[src/rtl/pll_reset_sequencer_if.sv]
// Signal bundle between the PLL reset sequencer and the PLL/fabric around it.
// master = sequencer side, slave = PLL plus the logic that requests restarts.
interface pll_reset_sequencer_if #(
    parameter int RETRY_W = 4
);
    logic               sel;
    logic               restart;
    logic               locked;
    logic               pll_rst;
    logic               clkinsel;
    logic               ready;
    logic               error;
    logic               lock_lost;
    logic [RETRY_W-1:0] retries;

    modport master (
        input  sel, restart, locked,
        output pll_rst, clkinsel, ready, error, lock_lost, retries
    );

    modport slave (
        output sel, restart, locked,
        input  pll_rst, clkinsel, ready, error, lock_lost, retries
    );
endinterface

[src/rtl/pll_reset_sequencer.sv]
// PLL reset / input-select sequencer: keeps the PLL in reset across every CLKIN
// switch, waits for a stable lock with a timeout and retries a bounded number of times.
module pll_reset_sequencer #(
    parameter int RST_CYCLES    = 16,
    parameter int LOCK_TIMEOUT  = 4096,
    parameter int STABLE_CYCLES = 256,
    parameter int MAX_RETRIES   = 3,
    parameter int CNT_W         = 16,
    parameter int RETRY_W       = 4
) (
    input  logic                  clk,
    input  logic                  rst,
    pll_reset_sequencer_if.master bus,
    output logic [2:0]            dbg_state
);
    // sel is a level sampled every clk edge; restart is a one-cycle pulse sampled
    // on clk; locked is asynchronous and only used after the two-flop synchroniser.
    typedef enum logic [2:0] {
        S_RST_ASSERT  = 3'd0,
        S_WAIT_LOCK   = 3'd1,
        S_LOCK_STABLE = 3'd2,
        S_READY       = 3'd3,
        S_ERROR       = 3'd4
    } state_t;

    localparam logic [CNT_W-1:0]   RST_LAST    = CNT_W'(RST_CYCLES - 1);
    localparam logic [CNT_W-1:0]   LOCK_LAST   = CNT_W'(LOCK_TIMEOUT - 1);
    localparam logic [CNT_W-1:0]   STABLE_LAST = CNT_W'(STABLE_CYCLES - 1);
    localparam logic [RETRY_W-1:0] RETRY_MAX   = RETRY_W'(MAX_RETRIES);

    state_t             state, state_nxt;
    logic [CNT_W-1:0]   cnt, cnt_nxt;
    logic [RETRY_W-1:0] retries, retries_nxt;
    logic               clkinsel, clkinsel_nxt;
    logic               lock_lost, lock_lost_nxt;
    logic               sync_q1, locked_s;
    logic               sel_change;

    always_ff @(posedge clk or posedge rst) begin
        if (rst) begin
            sync_q1  <= 1'b0;
            locked_s <= 1'b0;
        end else begin
            sync_q1  <= bus.locked;
            locked_s <= sync_q1;
        end
    end

    always_ff @(posedge clk or posedge rst) begin
        if (rst) begin
            state     <= S_RST_ASSERT;
            cnt       <= '0;
            retries   <= '0;
            clkinsel  <= 1'b1;
            lock_lost <= 1'b0;
        end else begin
            state     <= state_nxt;
            cnt       <= cnt_nxt;
            retries   <= retries_nxt;
            clkinsel  <= clkinsel_nxt;
            lock_lost <= lock_lost_nxt;
        end
    end

    always_comb begin
        state_nxt     = state;
        cnt_nxt       = cnt;
        retries_nxt   = retries;
        clkinsel_nxt  = clkinsel;
        lock_lost_nxt = 1'b0;
        sel_change    = (state != S_RST_ASSERT) && (bus.sel != clkinsel);

        // The mux may only move while the PLL is held in reset.
        if (state == S_RST_ASSERT) begin
            clkinsel_nxt = bus.sel;
        end

        if (bus.restart || sel_change) begin
            state_nxt   = S_RST_ASSERT;
            cnt_nxt     = '0;
            retries_nxt = '0;
        end else begin
            case (state)
                S_RST_ASSERT: begin
                    if (cnt == RST_LAST) begin
                        state_nxt = S_WAIT_LOCK;
                        cnt_nxt   = '0;
                    end else begin
                        cnt_nxt = cnt + CNT_W'(1);
                    end
                end
                S_WAIT_LOCK: begin
                    cnt_nxt = cnt + CNT_W'(1);
                    if (locked_s) begin
                        state_nxt = S_LOCK_STABLE;
                        cnt_nxt   = '0;
                    end else if (cnt == LOCK_LAST) begin
                        cnt_nxt = '0;
                        if (retries == RETRY_MAX) begin
                            state_nxt = S_ERROR;
                        end else begin
                            retries_nxt = retries + RETRY_W'(1);
                            state_nxt   = S_RST_ASSERT;
                        end
                    end
                end
                S_LOCK_STABLE: begin
                    cnt_nxt = cnt + CNT_W'(1);
                    // A dropout here is a marginal lock, not a failed attempt.
                    if (!locked_s) begin
                        state_nxt = S_WAIT_LOCK;
                        cnt_nxt   = '0;
                    end else if (cnt == STABLE_LAST) begin
                        state_nxt = S_READY;
                        cnt_nxt   = '0;
                    end
                end
                S_READY: begin
                    if (!locked_s) begin
                        lock_lost_nxt = 1'b1;
                        state_nxt     = S_RST_ASSERT;
                        cnt_nxt       = '0;
                        retries_nxt   = '0;
                    end
                end
                S_ERROR: begin
                end
                default: begin
                    state_nxt   = S_RST_ASSERT;
                    cnt_nxt     = '0;
                    retries_nxt = '0;
                end
            endcase
        end
    end

    assign bus.pll_rst   = (state == S_RST_ASSERT) || (state == S_ERROR);
    assign bus.ready     = (state == S_READY);
    assign bus.error     = (state == S_ERROR);
    assign bus.clkinsel  = clkinsel;
    assign bus.lock_lost = lock_lost;
    assign bus.retries   = retries;
    assign dbg_state     = state;
endmodule

[src/flat_wrapper.sv]
// flat-port wrapper written by rule: the top's interface ports become plain ports
module pll_reset_sequencer_flat 
#(
    parameter int RST_CYCLES    = 16,
    parameter int LOCK_TIMEOUT  = 4096,
    parameter int STABLE_CYCLES = 256,
    parameter int MAX_RETRIES   = 3,
    parameter int CNT_W         = 16,
    parameter int RETRY_W       = 4
)
  (clk, rst, dbg_state, bus_sel, bus_restart, bus_locked, bus_pll_rst, bus_clkinsel, bus_ready, bus_error, bus_lock_lost, bus_retries);
  pll_reset_sequencer_if #(.RETRY_W(RETRY_W)) bus_i ();
  input  logic clk;
  input  logic rst;
  output logic [2:0] dbg_state;
  input wire logic [$bits(bus_i.sel)-1:0] bus_sel;
  input wire logic [$bits(bus_i.restart)-1:0] bus_restart;
  input wire logic [$bits(bus_i.locked)-1:0] bus_locked;
  output wire logic [$bits(bus_i.pll_rst)-1:0] bus_pll_rst;
  output wire logic [$bits(bus_i.clkinsel)-1:0] bus_clkinsel;
  output wire logic [$bits(bus_i.ready)-1:0] bus_ready;
  output wire logic [$bits(bus_i.error)-1:0] bus_error;
  output wire logic [$bits(bus_i.lock_lost)-1:0] bus_lock_lost;
  output wire logic [$bits(bus_i.retries)-1:0] bus_retries;
  assign bus_i.sel = bus_sel;
  assign bus_i.restart = bus_restart;
  assign bus_i.locked = bus_locked;
  assign bus_pll_rst = bus_i.pll_rst;
  assign bus_clkinsel = bus_i.clkinsel;
  assign bus_ready = bus_i.ready;
  assign bus_error = bus_i.error;
  assign bus_lock_lost = bus_i.lock_lost;
  assign bus_retries = bus_i.retries;
  pll_reset_sequencer #(.RST_CYCLES(RST_CYCLES), .LOCK_TIMEOUT(LOCK_TIMEOUT), .STABLE_CYCLES(STABLE_CYCLES), .MAX_RETRIES(MAX_RETRIES), .CNT_W(CNT_W), .RETRY_W(RETRY_W)) u_core (.clk(clk), .rst(rst), .bus(bus_i), .dbg_state(dbg_state));
endmodule
[config.mk]
export PLATFORM = sky130hd
export DESIGN_NAME = pll_reset_sequencer_flat
export DESIGN_NICKNAME = d
export VERILOG_FILES = /design/src/rtl/pll_reset_sequencer_if.sv /design/src/rtl/pll_reset_sequencer.sv /design/src/flat_wrapper.sv
export SDC_FILE = /design/constraint.sdc
export NUM_CORES = 1
export LEC_CHECK = 0
export ABC_AREA = 1
export CAP_MARGIN = 20
export CORE_MARGIN = 4
export CORE_UTILIZATION = 40
export CTS_BUF_LIST = sky130_fd_sc_hd__clkbuf_4 sky130_fd_sc_hd__clkbuf_8
export DETAILED_ROUTE_END_ITERATION = 8
export PLACE_DENSITY = 0.7
export SYNTH_ARGS = -nofsm -noshare
export SYNTH_HDL_FRONTEND = slang
export SYNTH_SLANG_ARGS = --single-unit
[constraint.sdc]
create_clock -name clk -period 1.9 [get_ports clk]
set_input_delay 0.38 -clock clk [delete_from_list [all_inputs] [get_ports clk]]
set_output_delay 0.38 -clock clk [all_outputs]
set_load 0.02 [all_outputs]
==> results by group <==
Timing
  • Final setup viols: 0
  • RSZ-0062 raised after global routing: no
  • Final Skew: about 0.0072 ns
  • Worst-margin pin slew: approximately 0.35 ns
  • Slew margin rel.: 76.97%
  • Final min period: 1.827 ns
  • Final Hold Viols: 0
  • Final worst path period share: 96.13%
  • Fmax: 0.5475 GHz
  • Pins Over Slew Limit: 0
  • Sum Neg Setup Slack: 0 ns
  • Final worst slack: between 0.07 and 0.08 ns

Floorplanning
  • Total Die Area: about 5200 sq um
  • Starting Density: around two fifths
  • Num ports: 17
  • DIE HEIGHT: 72.14 um
  • Die X: 72.14 um
  • Placeable core area: around 4000 sq um
  • Row cnt: 23

Final layout
  • Most frequent cells in the layout: nand2_1 (63), nor2_1 (31), dfrtp_1 (25)
  • Most common cell after layout, fill and taps aside: nand2_1
  • ANT cells: 0
  • Final nets: approximately 250
  • Final core occ: 47.95%
  • Synth-to-layout area growth: 16.58%
  • Layout cells sized above 1: between 10% and 20%
  • Final Instance Area: between 1500 and 2000 sq um
  • Fillers: about 420

CTS
  • Clk Latency, worst-skew pair: 0.28 ns
  • Clk root buf: clkbuf_8
  • Clk sink count: 27
  • H-Tree Depth: 1
  • Post-CTS Hold Fix Bufs: 0
  • CTS tree: built
  • Post CTS Setup Buffer Count: 0
  • CTS max path bufs: 2
  • Clock-pin transition on the worst setup and hold timing paths: ~0.09 ns
  • CTS Buf Count: 3
  • Cts repair resizes: 4

Critical path
  • Setup Crit Path Kind: reg2out
  • Endpoint type of the worst setup path: output pin
  • WP buf/inv: 1
  • Critical path's slowest cell: clkdlybuf4s50_1
  • Critical path launch point type: flip-flop
  • Top Family by Delay on Critical Path: buffers and inverters
  • CP required: between 1.5 and 2 ns
  • WP data arrival: 1.45 ns
  • R2R Path Start: u_core.cnt[0]
  • Max incr delay on CP: 0.60 ns
  • Reg-to-reg endpoint: u_core.dbg_state[1]
  • Crit-path cells: clkdlybuf4s50_1
  • Worst setup startpoint: u_core.bus.clkinsel
  • Worst r2r path cells: 12
  • Critical Path Fanout Max: 3
  • Worst reg-to-reg setup slack: 0.18 ns

Global route
  • Vias in the first global route: 1,439
  • Largest net degree at the start of global routing: 28
  • Initial antenna violation count: 0
  • GRT Total Usage: between 15 and 20%
  • First-pass GRT wire length: about 6300 um
  • Total grt overflow: 0

Detailed routing
  • DRC violation count after routing: 0
  • Routed via count: ~1,500
  • Vias/cell: roughly 5.0
  • Antenna-violating nets left: 0
  • DR iter-0 viols: between 60 and 70
  • First drt pass iteration count: 5
  • Routed wire length: approximately 3500 um
  • DR WL/cell: around 12 um

Min path
  • Hold Startpoint: u_core.sync_q1
  • Hold path cells: 0
  • Hold endpoint: u_core.locked_s
  • Tightest Hold Check Type: reg2reg

Synth
  • Avg Inst Size Synth: 7.378 sq um
  • Synth Cell Area: roughly 1600 sq um
  • Post-synth EDFFs: 0
  • Synth warn: 0
  • Cells after Synth: approximately 220
  • Sequential share of the synthesized area: slightly above 40%
  • Yosys cell types: 28
  • Async SR Flop Fraction: between 90% and 100%
  • Seq cells post-synth: 27
  • Ys flop type: dfrtp_1
  • Syn_nets: 230

Status
  • Status: finished clean

Place
  • Buffers added on ports: 16
  • DP HPWL: around 2700 um
  • RD Place Congestion: a little under 0.8
  • Setup slack at placement: roughly 0.0011 ns
  • Placed Area: approximately 1900 sq um

Flow run
  • MaxCap Viol Count: 0

Pwr
  • LEAKAGE: slightly below 0.9 nW
  • Final Power: ~1.2 mW
  • Peak supply drop: roughly 0.35 mV
  • Pwr Density: about 650 nW/um^2
==> worst register-to-register path, delay by kind of cell (launching register included) <==
kind,cells,cell delay [ns]
DFF,1,0.37
adders and majority gates,1,0.21
and+or+nand+nor,10,0.95
buffers and inverters,1,0.08
==> through the flow <==
step | std cells | hold slack (ns)
floorplan | 223 | 0.3312
global placement | 290 | 0.3370
detailed placement | 290 | 0.3471
CTS | 294 | 0.3682
global route | 294 | 0.3718
finish | 294 | 0.3644
==> registers in the layout (all words and copies together) (netlist names) <==
name                  count
u_core.sync_q1            1
u_core.bus.lock_lost      1
u_core.cnt               16
u_core.locked_s           1
u_core.dbg_state          3
u_core.bus.clkinsel       1
u_core.bus.retries        4
==> kinds of logic after synthesis <==
family,count (synthesis),share of synthesized area [%]
flip-flops,27,41.14
AND/OR/NAND/NOR,134,36.96
adder cells (fa/ha/maj),2,1.521
AO/OA/AOI/OAI,21,7.149
XOR/XNOR,11,5.855
buffers and inverters,28,7.377
==> layer usage <==
metal	routed length, um	global-route usage, %	up-vias
li1	-	-	753
met1	1675	19.76	692
met2	1644	24.67	24
met3	117	2.909	6
met4	59	5.219	0
met5	0	0	-
==> Yosys cell counts (2+ instances only) <==
cell type,number,share of area [%]
nand2_1,63,14
nor2_1,31,7.1
dfrtp_1,26,40
inv_1,24,5.5
nand3_1,17,5.2
o21ai_0,14,4.3
xor2_1,10,5.3
nand4_1,6,2.3
nand2_2,4,1.5
nor2_2,4,1.5
nor3_1,3,0.91
o22ai_1,3,1.1
ha_1,2,1.5
nand2_4,2,1.4
==> how the worst max path moves through the flow <==
stage,to,slack [ns],cells after the start
global placement,u_core.dbg_state[1],0.05,9
detailed placement,u_core.bus.retries[1],0.001,8
global route,bus_error,0.008,4
CTS,bus_clkinsel,0.07,1
finish,bus_clkinsel,0.07,1
floorplan,u_core.bus.retries[2],0.24,8
==> report_power, final <==
group	internal (mW)	switching, mW
logic	0.0939	0.164
registers	0.607	0.0316
clock network	0.148	0.197
total	0.849	0.393
==> final cells by class <==
class / instances / area (sq um) / share of cell area (%)
multi-input cells: 168 / 847.1 / 44.16
flip-flops and latches: 27 / 678.2 / 35.36
repair buffers: 19 / 178.9 / 9.328
inverters: 26 / 105.1 / 5.479
well taps: 50 / 62.56 / 3.262
clock buffers: 3 / 41.29 / 2.153
clock inverters: 1 / 5.005 / 0.2609
Power figures use the tool's default switching activity.
